### src/rtl/membus_reader_if.sv
// membus_reader_if: memory-bus request/response signals between the block reader and memory.
interface membus_reader_if;
    logic        membus_rq_cyc;
    logic        membus_rd_rq;
    logic [17:0] membus_ma;
    logic        membus_fmc_select;
    logic        membus_addr_ack;
    logic        membus_rd_rs;
    logic [35:0] membus_mb_in;
    modport master (
        output membus_rq_cyc, membus_rd_rq, membus_ma, membus_fmc_select,
        input  membus_addr_ack, membus_rd_rs, membus_mb_in
    );
    modport slave (
        input  membus_rq_cyc, membus_rd_rq, membus_ma, membus_fmc_select,
        output membus_addr_ack, membus_rd_rs, membus_mb_in
    );
endinterface

### src/rtl/membus_reader.sv
// membus_reader: reads a block of words over the memory bus, one cycle at a time, and streams them out.
// Define MEMBUS_TIMEOUT_EN to add the address-acknowledge watchdog that raises nxm.
module membus_reader (
    input  logic            clk,
    input  logic            reset,
    input  logic            start,
    input  logic [17:0]     start_addr,
    input  logic [17:0]     count,
    input  logic            fm_en,
    input  logic            abort,
    membus_reader_if.master bus,
    output logic [35:0]     out_word,
    output logic [17:0]     out_addr,
    output logic            out_valid,
    input  logic            out_ready,
    output logic            busy,
    output logic            done,
    output logic            nxm
);
    typedef enum logic [2:0] {IDLE, REQ, ACKWAIT, DATAWAIT, OUT, FIN} state_t;
    state_t      r_state, w_next;
    logic [17:0] r_addr, r_count;
    logic        r_fm, r_pend, r_zdone;
    logic        w_go, w_zero, w_xfer, w_req, w_pend_set, w_timeout;

`ifdef MEMBUS_TIMEOUT_EN
    logic [9:0] r_wd;
    logic       r_nxm;
    assign w_timeout = (r_state == ACKWAIT) && !bus.membus_addr_ack && (r_wd == 10'h3ff);
    assign nxm       = r_nxm;
    // Watchdog sits at zero outside ACKWAIT, so every entry starts a fresh count.
    always_ff @(posedge clk) begin
        if (reset) begin
            r_wd  <= '0;
            r_nxm <= 1'b0;
        end else begin
            r_wd  <= (r_state == ACKWAIT) ? r_wd + 10'd1 : '0;
            r_nxm <= w_go ? 1'b0 : (r_nxm | w_timeout);
        end
    end
`else
    assign w_timeout = 1'b0;
    assign nxm       = 1'b0;
`endif

    assign w_go       = start && (r_state == IDLE) && (count != '0);
    assign w_zero     = start && (r_state == IDLE) && (count == '0);
    assign w_xfer     = (r_state == OUT) && out_ready;
    assign w_req      = (r_state == REQ) || (r_state == ACKWAIT);
    // An abort that arrives once the memory has committed to a data cycle waits for the word.
    assign w_pend_set = abort && ((r_state == DATAWAIT) || ((r_state == ACKWAIT) && bus.membus_addr_ack));

    always_comb begin
        w_next = r_state;
        case (r_state)
            IDLE:     w_next = w_go ? REQ : IDLE;
            REQ:      w_next = abort ? FIN : ACKWAIT;
            ACKWAIT:  w_next = bus.membus_addr_ack ? DATAWAIT : (abort || w_timeout) ? FIN : ACKWAIT;
            DATAWAIT: w_next = bus.membus_rd_rs ? OUT : DATAWAIT;
            OUT:      w_next = w_xfer ? ((r_count == 18'd1 || r_pend || abort) ? FIN : REQ)
                                      : ((abort && !r_pend) ? FIN : OUT);
            FIN:      w_next = IDLE;
            default:  w_next = IDLE;
        endcase
    end

    always_ff @(posedge clk) begin
        if (reset) begin
            r_state  <= IDLE;
            r_addr   <= '0;
            r_count  <= '0;
            r_fm     <= 1'b0;
            r_pend   <= 1'b0;
            r_zdone  <= 1'b0;
            out_word <= '0;
            out_addr <= '0;
        end else begin
            r_state <= w_next;
            r_zdone <= w_zero;
            r_pend  <= (r_state == FIN) ? 1'b0 : (r_pend | w_pend_set);
            if (w_go) begin
                r_addr  <= start_addr;
                r_count <= count;
                r_fm    <= fm_en;
            end
            if (w_xfer) begin
                r_addr  <= r_addr + 18'd1;
                r_count <= r_count - 18'd1;
            end
            if ((r_state == DATAWAIT) && bus.membus_rd_rs) begin
                out_word <= bus.membus_mb_in;
                out_addr <= r_addr;
            end
        end
    end

    assign bus.membus_rq_cyc     = w_req;
    assign bus.membus_rd_rq      = w_req;
    assign bus.membus_ma         = w_req ? r_addr : '0;
    assign bus.membus_fmc_select = w_req && r_fm && (r_addr < 18'o20);
    assign out_valid             = (r_state == OUT);
    assign busy                  = (r_state != IDLE);
    assign done                  = (r_state == FIN) || r_zdone;
endmodule

### src/flat_wrapper.sv
// flat-port wrapper written by rule: the top's interface ports become plain ports
module membus_reader_flat 
  (clk, reset, start, start_addr, count, fm_en, abort, out_word, out_addr, out_valid, out_ready, busy, done, nxm, bus_membus_rq_cyc, bus_membus_rd_rq, bus_membus_ma, bus_membus_fmc_select, bus_membus_addr_ack, bus_membus_rd_rs, bus_membus_mb_in);
  membus_reader_if bus_i ();
  input  logic clk;
  input  logic reset;
  input  logic start;
  input  logic [17:0] start_addr;
  input  logic [17:0] count;
  input  logic fm_en;
  input  logic abort;
  output logic [35:0] out_word;
  output logic [17:0] out_addr;
  output logic out_valid;
  input  logic out_ready;
  output logic busy;
  output logic done;
  output logic nxm;
  output wire logic [$bits(bus_i.membus_rq_cyc)-1:0] bus_membus_rq_cyc;
  output wire logic [$bits(bus_i.membus_rd_rq)-1:0] bus_membus_rd_rq;
  output wire logic [$bits(bus_i.membus_ma)-1:0] bus_membus_ma;
  output wire logic [$bits(bus_i.membus_fmc_select)-1:0] bus_membus_fmc_select;
  input wire logic [$bits(bus_i.membus_addr_ack)-1:0] bus_membus_addr_ack;
  input wire logic [$bits(bus_i.membus_rd_rs)-1:0] bus_membus_rd_rs;
  input wire logic [$bits(bus_i.membus_mb_in)-1:0] bus_membus_mb_in;
  assign bus_membus_rq_cyc = bus_i.membus_rq_cyc;
  assign bus_membus_rd_rq = bus_i.membus_rd_rq;
  assign bus_membus_ma = bus_i.membus_ma;
  assign bus_membus_fmc_select = bus_i.membus_fmc_select;
  assign bus_i.membus_addr_ack = bus_membus_addr_ack;
  assign bus_i.membus_rd_rs = bus_membus_rd_rs;
  assign bus_i.membus_mb_in = bus_membus_mb_in;
  membus_reader u_core (.clk(clk), .reset(reset), .start(start), .start_addr(start_addr), .count(count), .fm_en(fm_en), .abort(abort), .bus(bus_i), .out_word(out_word), .out_addr(out_addr), .out_valid(out_valid), .out_ready(out_ready), .busy(busy), .done(done), .nxm(nxm));
endmodule
### config.mk
export PLATFORM = sky130hd
export DESIGN_NAME = membus_reader_flat
export DESIGN_NICKNAME = d
export VERILOG_FILES = /design/src/rtl/membus_reader_if.sv /design/src/rtl/membus_reader.sv /design/src/flat_wrapper.sv
export SDC_FILE = /design/constraint.sdc
export NUM_CORES = 1
export LEC_CHECK = 0
export BUFFER_PORTS_ARGS = -buffer_cell sky130_fd_sc_hd__buf_4
export CAP_MARGIN = 20
export CORE_MARGIN = 2
export CORE_UTILIZATION = 35
export DETAILED_ROUTE_END_ITERATION = 12
export GPL_TIMING_DRIVEN = 0
export SETUP_SLACK_MARGIN = 0.2
export SLEW_MARGIN = 20
export SYNTH_ARGS = -nofsm -noshare
export SYNTH_HDL_FRONTEND = slang
export SYNTH_SLANG_ARGS = --single-unit
### constraint.sdc
create_clock -name clk -period 4.85 [get_ports clk]
set_input_delay 0.97 -clock clk [delete_from_list [all_inputs] [get_ports clk]]
set_output_delay 0.97 -clock clk [all_outputs]
set_load 0.005 [all_outputs]
==> summary.txt <==
Floorplan
  • I/O pin total: about 160
  • Overall die width: roughly 120 um
  • FP Rows: 41
  • Area of the core: ~13,000 um^2
  • DIE HEIGHT: 117 um
  • Die area: 13,700 um^2
  • Initial Util: 0.357

Yosys
  • Share of flip-flops with an asynchronous set or reset: 0
  • Count of warnings emitted by yosys: 0
  • Combined area of all synthesized cells: between 4000 and 5000 um^2
  • EDFF count, synth: 0
  • Unique cell type count in the Yosys netlist: 56
  • Multiplexer area fraction after synthesis: 0.0142
  • Synthesized netlist net count: between 600 and 700
  • Mean area per synthesized cell: approximately 7.7 um^2
  • Dominant combinational cell family by area after synthesis: simple AND/OR/NAND/NOR gates
  • Register bit total from synthesis: 96
  • Share of synthesized cell area in and, or, nand and nor gates: 0.303
  • Compound-gate portion of the synthesized area: 0.193
  • Predominant post-synthesis flop cell: sky130_fd_sc_hd__dfxtp_1
  • Arithmetic-cell share of the synthesized area counting full adders, half adders and majority gates: 0.00838
  • Count of mapped cells out of synthesis: 585
  • Sequential-to-total area share from yosys stat: 0.429
  • XOR/XNOR Fraction of Synth Area: 0.00977

Cells and area
  • Layout overhead on the synthesized area: 37.8%
  • Ant. Diodes: 0
  • Most common cell after layout, fill and taps aside: sky130_fd_sc_hd__buf_4
  • Final net count: about 840
  • Most used cells in the layout excluding fill and tap cells: sky130_fd_sc_hd__buf_4, sky130_fd_sc_hd__nand2_1, sky130_fd_sc_hd__dfxtp_1
  • Proportion of layout cells with a drive suffix above 1: 0.254

Clock network
  • Count of H-tree levels built during CTS: 3
  • Post-CTS setup-driven buffer insertion count: 0
  • Clock tree from TritonCTS: built
  • Maximum count of clock buffers along a single path: 2
  • Source-to-sink clock delay at the later pin of the worst-skew pair: ~350 ps
  • Buffer type at the clock tree root: sky130_fd_sc_hd__clkbuf_16
  • Total CTS buffers: 9
  • Number of buffers inserted for hold repair after clock tree synthesis: 0
  • Cells resized by post-CTS repair: 0
  • Register clock-pin slew on the reported worst setup and hold paths: around 70 ps
  • Sink count of the clock tree: 96

Routing
  • Average wire per standard cell: approximately 16 um
  • Count of TritonRoute iterations in the first routing pass: 6
  • Count of nets left with antenna violations after detail routing: 0
  • Count of routing violations after the opening detailed-route iteration: 346
  • DRT Wirelength: between 15,000 and 20,000 um
  • Vias/cell: between 5 and 6
  • DRC Markers: 0
  • Overall via count from detail_route: around 5k

Run
  • Max cap viols: 0

GRT
  • Met2 capacity usage during global routing: 0.337
  • Total routing usage reported by global routing: 0.216
  • Global routing usage on met1: 0.296
  • Global-route wire length before repair: between 20,000 and 25,000 um
  • Number of global-route vias before repair: about 4.3k
  • Global routing usage on met3: 0.0489
  • Antenna violations before repair: 0
  • Pin count of the biggest net entering global routing: 20
  • Peak-usage layer in the global routing report: met2
  • Overflow left after global routing: 0

STA
  • Maximum operating frequency: roughly 280 MHz
  • Largest clock skew in the final design: around 6.7 ps
  • Time the final worst path needs with I/O delays and setup: around 3600 ps
  • Final sum of negative setup slack: 0 ps
  • Share of the clock period used by the worst path after layout: 0.739
  • Tightest Pin Transition: roughly 810 ps
  • Final setup viols: 0
  • RSZ-0062 raised after global routing: false
  • Worst hold slack across all endpoints: approximately 460 ps
  • Max-slew headroom at the worst pin: 0.459
  • Final hold violations: 0
  • Final-report max-slew violation count: 0

Power
  • Total power density per cell area: about 380 nW/um^2
  • Maximum ir drop on the vdd rail: between 0.15 and 0.2 mV
  • Leakage power figure: between 2 and 2.5 nW

Placement
  • I/O Buffers: about 160
  • RD Place Congestion: ~0.84
  • Half-perimeter wire length after detailed placement: 11,400 um

Setup path
  • Depth of the worst register-to-register path: 7
  • Top Family by Delay on Critical Path: simple AND/OR/NAND/NOR gates
  • Critical-path top delay cell: sky130_fd_sc_hd__nor2_1
  • Required time of the critical path: approximately 3900 ps
  • Setup slack, reg-to-reg: around 2300 ps
  • Start point of the critical path: u_core.r_state[0]$_SDFF_PP0_
  • Element type at the critical path start: flop
  • Critical Path Sink Type: primary output
  • Reg2reg start: u_core.r_state[2]$_SDFF_PP0_
  • Terminus of the critical flop-to-flop path: u_core.r_count[4]$_SDFFE_PP0P_
  • CP max stage delay: 540 ps
  • Critical path buffers and inverters: 2
  • Cells along the critical path: clkbuf_1 -> xnor2_1 -> nor2_1 -> nand4_1 -> nor4b_1 -> buf_4
  • Endpoint arrival time on the critical path: 2620 ps
  • Worst setup path category: reg -> out
  • Critical Path Fanout Max: 10

Status
  • Run status: finished, final reports clean

Worst hold path
  • Hold endpoint: u_core.out_word[25]$_SDFFE_PP0P_
  • Worst hold start: u_core.out_word[25]$_SDFFE_PP0P_
  • Number of cells traversed by the worst hold path: 2
  • Type of the most critical hold path: reg -> reg
## Yosys cell counts, types with 2 or more instances
library cell,number,area share
sky130_fd_sc_hd__a2111oi_0,6,0.012
sky130_fd_sc_hd__a211oi_1,3,0.0050
sky130_fd_sc_hd__a21oi_1,83,0.093
sky130_fd_sc_hd__a221oi_1,2,0.0039
sky130_fd_sc_hd__a22oi_1,5,0.0084
sky130_fd_sc_hd__a311oi_1,2,0.0039
sky130_fd_sc_hd__a31oi_1,16,0.022
sky130_fd_sc_hd__a32oi_1,2,0.0039
sky130_fd_sc_hd__a41oi_1,3,0.0059
sky130_fd_sc_hd__and2_1,19,0.027
sky130_fd_sc_hd__and3_1,4,0.0056
sky130_fd_sc_hd__and4_1,2,0.0039
sky130_fd_sc_hd__buf_1,2,0.0017
sky130_fd_sc_hd__buf_2,2,0.0022
sky130_fd_sc_hd__buf_4,2,0.0033
sky130_fd_sc_hd__clkbuf_1,36,0.030
sky130_fd_sc_hd__dfxtp_1,96,0.43
sky130_fd_sc_hd__ha_1,3,0.0084
sky130_fd_sc_hd__inv_1,6,0.0050
sky130_fd_sc_hd__mux2_2,3,0.0075
sky130_fd_sc_hd__mux2i_1,3,0.0067
sky130_fd_sc_hd__nand2_1,141,0.12
sky130_fd_sc_hd__nand3_1,19,0.021
sky130_fd_sc_hd__nand4_1,7,0.0098
sky130_fd_sc_hd__nand4bb_1,2,0.0050
sky130_fd_sc_hd__nor2_1,34,0.028
sky130_fd_sc_hd__nor3_1,17,0.019
sky130_fd_sc_hd__nor3b_1,3,0.0050
sky130_fd_sc_hd__nor4_1,13,0.018
sky130_fd_sc_hd__nor4b_1,2,0.0039
sky130_fd_sc_hd__o21ai_0,10,0.011
sky130_fd_sc_hd__o21bai_1,2,0.0033
sky130_fd_sc_hd__o311ai_0,3,0.0059
sky130_fd_sc_hd__o31ai_1,2,0.0033
sky130_fd_sc_hd__or2_2,2,0.0028
sky130_fd_sc_hd__or3_1,4,0.0056
sky130_fd_sc_hd__or4_4,2,0.0050
sky130_fd_sc_hd__xnor2_1,3,0.0059
sky130_fd_sc_hd__xor2_1,2,0.0039
## power breakdown
group,total [mW],switching [mW],internal (mW)
logic,0.674,0.391,0.283
registers,0.959,0.0972,0.861
clock network,0.717,0.352,0.365
total,2.35,0.840,1.51
## worst min-delay path: cells and delay by family, from the launching register on
family             cells  cell delay, ps
DFF                    1             310
and+or+nand+nor        1              50
AOI/OAI and AO/OA      1              50
## worst max path at each step
stage,endpoint,slack [ps],cells after the start
6_report,bus_membus_fmc_select,1260,6
5_1_grt,bus_membus_fmc_select,990,6
4_1_cts,bus_membus_fmc_select,1210,6
3_5_place_dp,u_core.r_count[9]$_SDFFE_PP0P_,1480,7
3_3_place_gp,u_core.r_count[7]$_SDFFE_PP0P_,1440,7
2_1_floorplan,bus_membus_fmc_select,2350,5
## cells by family after synthesis
group,after synthesis
xor gates and xnor gates,5
AOI/OAI and AO/OA,145
buffers and inverters,48
muxes,6
adders and majority gates,3
other,1
and+or+nand+nor,281
DFF,96
## routing by layer
metal / up-vias / part of all wire
met3: 17 / 0.072
li1: 2401 / -
met1: 2274 / 0.44
met2: 211 / 0.47
met4: 0 / 0.017
met5: - / 0
## per-stage QoR
stage	power, mW	instance area [um^2]	std cells	worst slack [ps]	util
after floorplan	1.36	4480	585	2350	-
after global placement	1.63	5870	913	1440	0.467
after detailed placement	1.64	5870	913	1480	0.467
after CTS	2.36	6170	929	1210	0.491
after global routing	2.48	6180	929	985	0.491
final	2.35	6180	929	1260	0.491
## registers in the layout (all words and copies together), names as in the netlist
name             cells
u_core.r_addr       18
u_core.r_fm          1
u_core.r_zdone       1
u_core.r_count      18
u_core.r_pend        1
u_core.r_state       3
u_core.out_addr     18
u_core.out_word     36
## final cells by class
| cell class | count | area, um^2 |
|---|---|---|
| plain buffers | 42 | 168 |
| inverters | 6 | 22.5 |
| clock inverters | 7 | 73.8 |
| fillers | 1305 | 6390 |
| clock buffers | 9 | 225 |
| flip-flops and latches | 96 | 1920 |
| multi-input cells | 441 | 2380 |
| well taps | 172 | 215 |
| repair buffers | 156 | 1170 |
No activity file was read; power rests on OpenSTA's default activity.
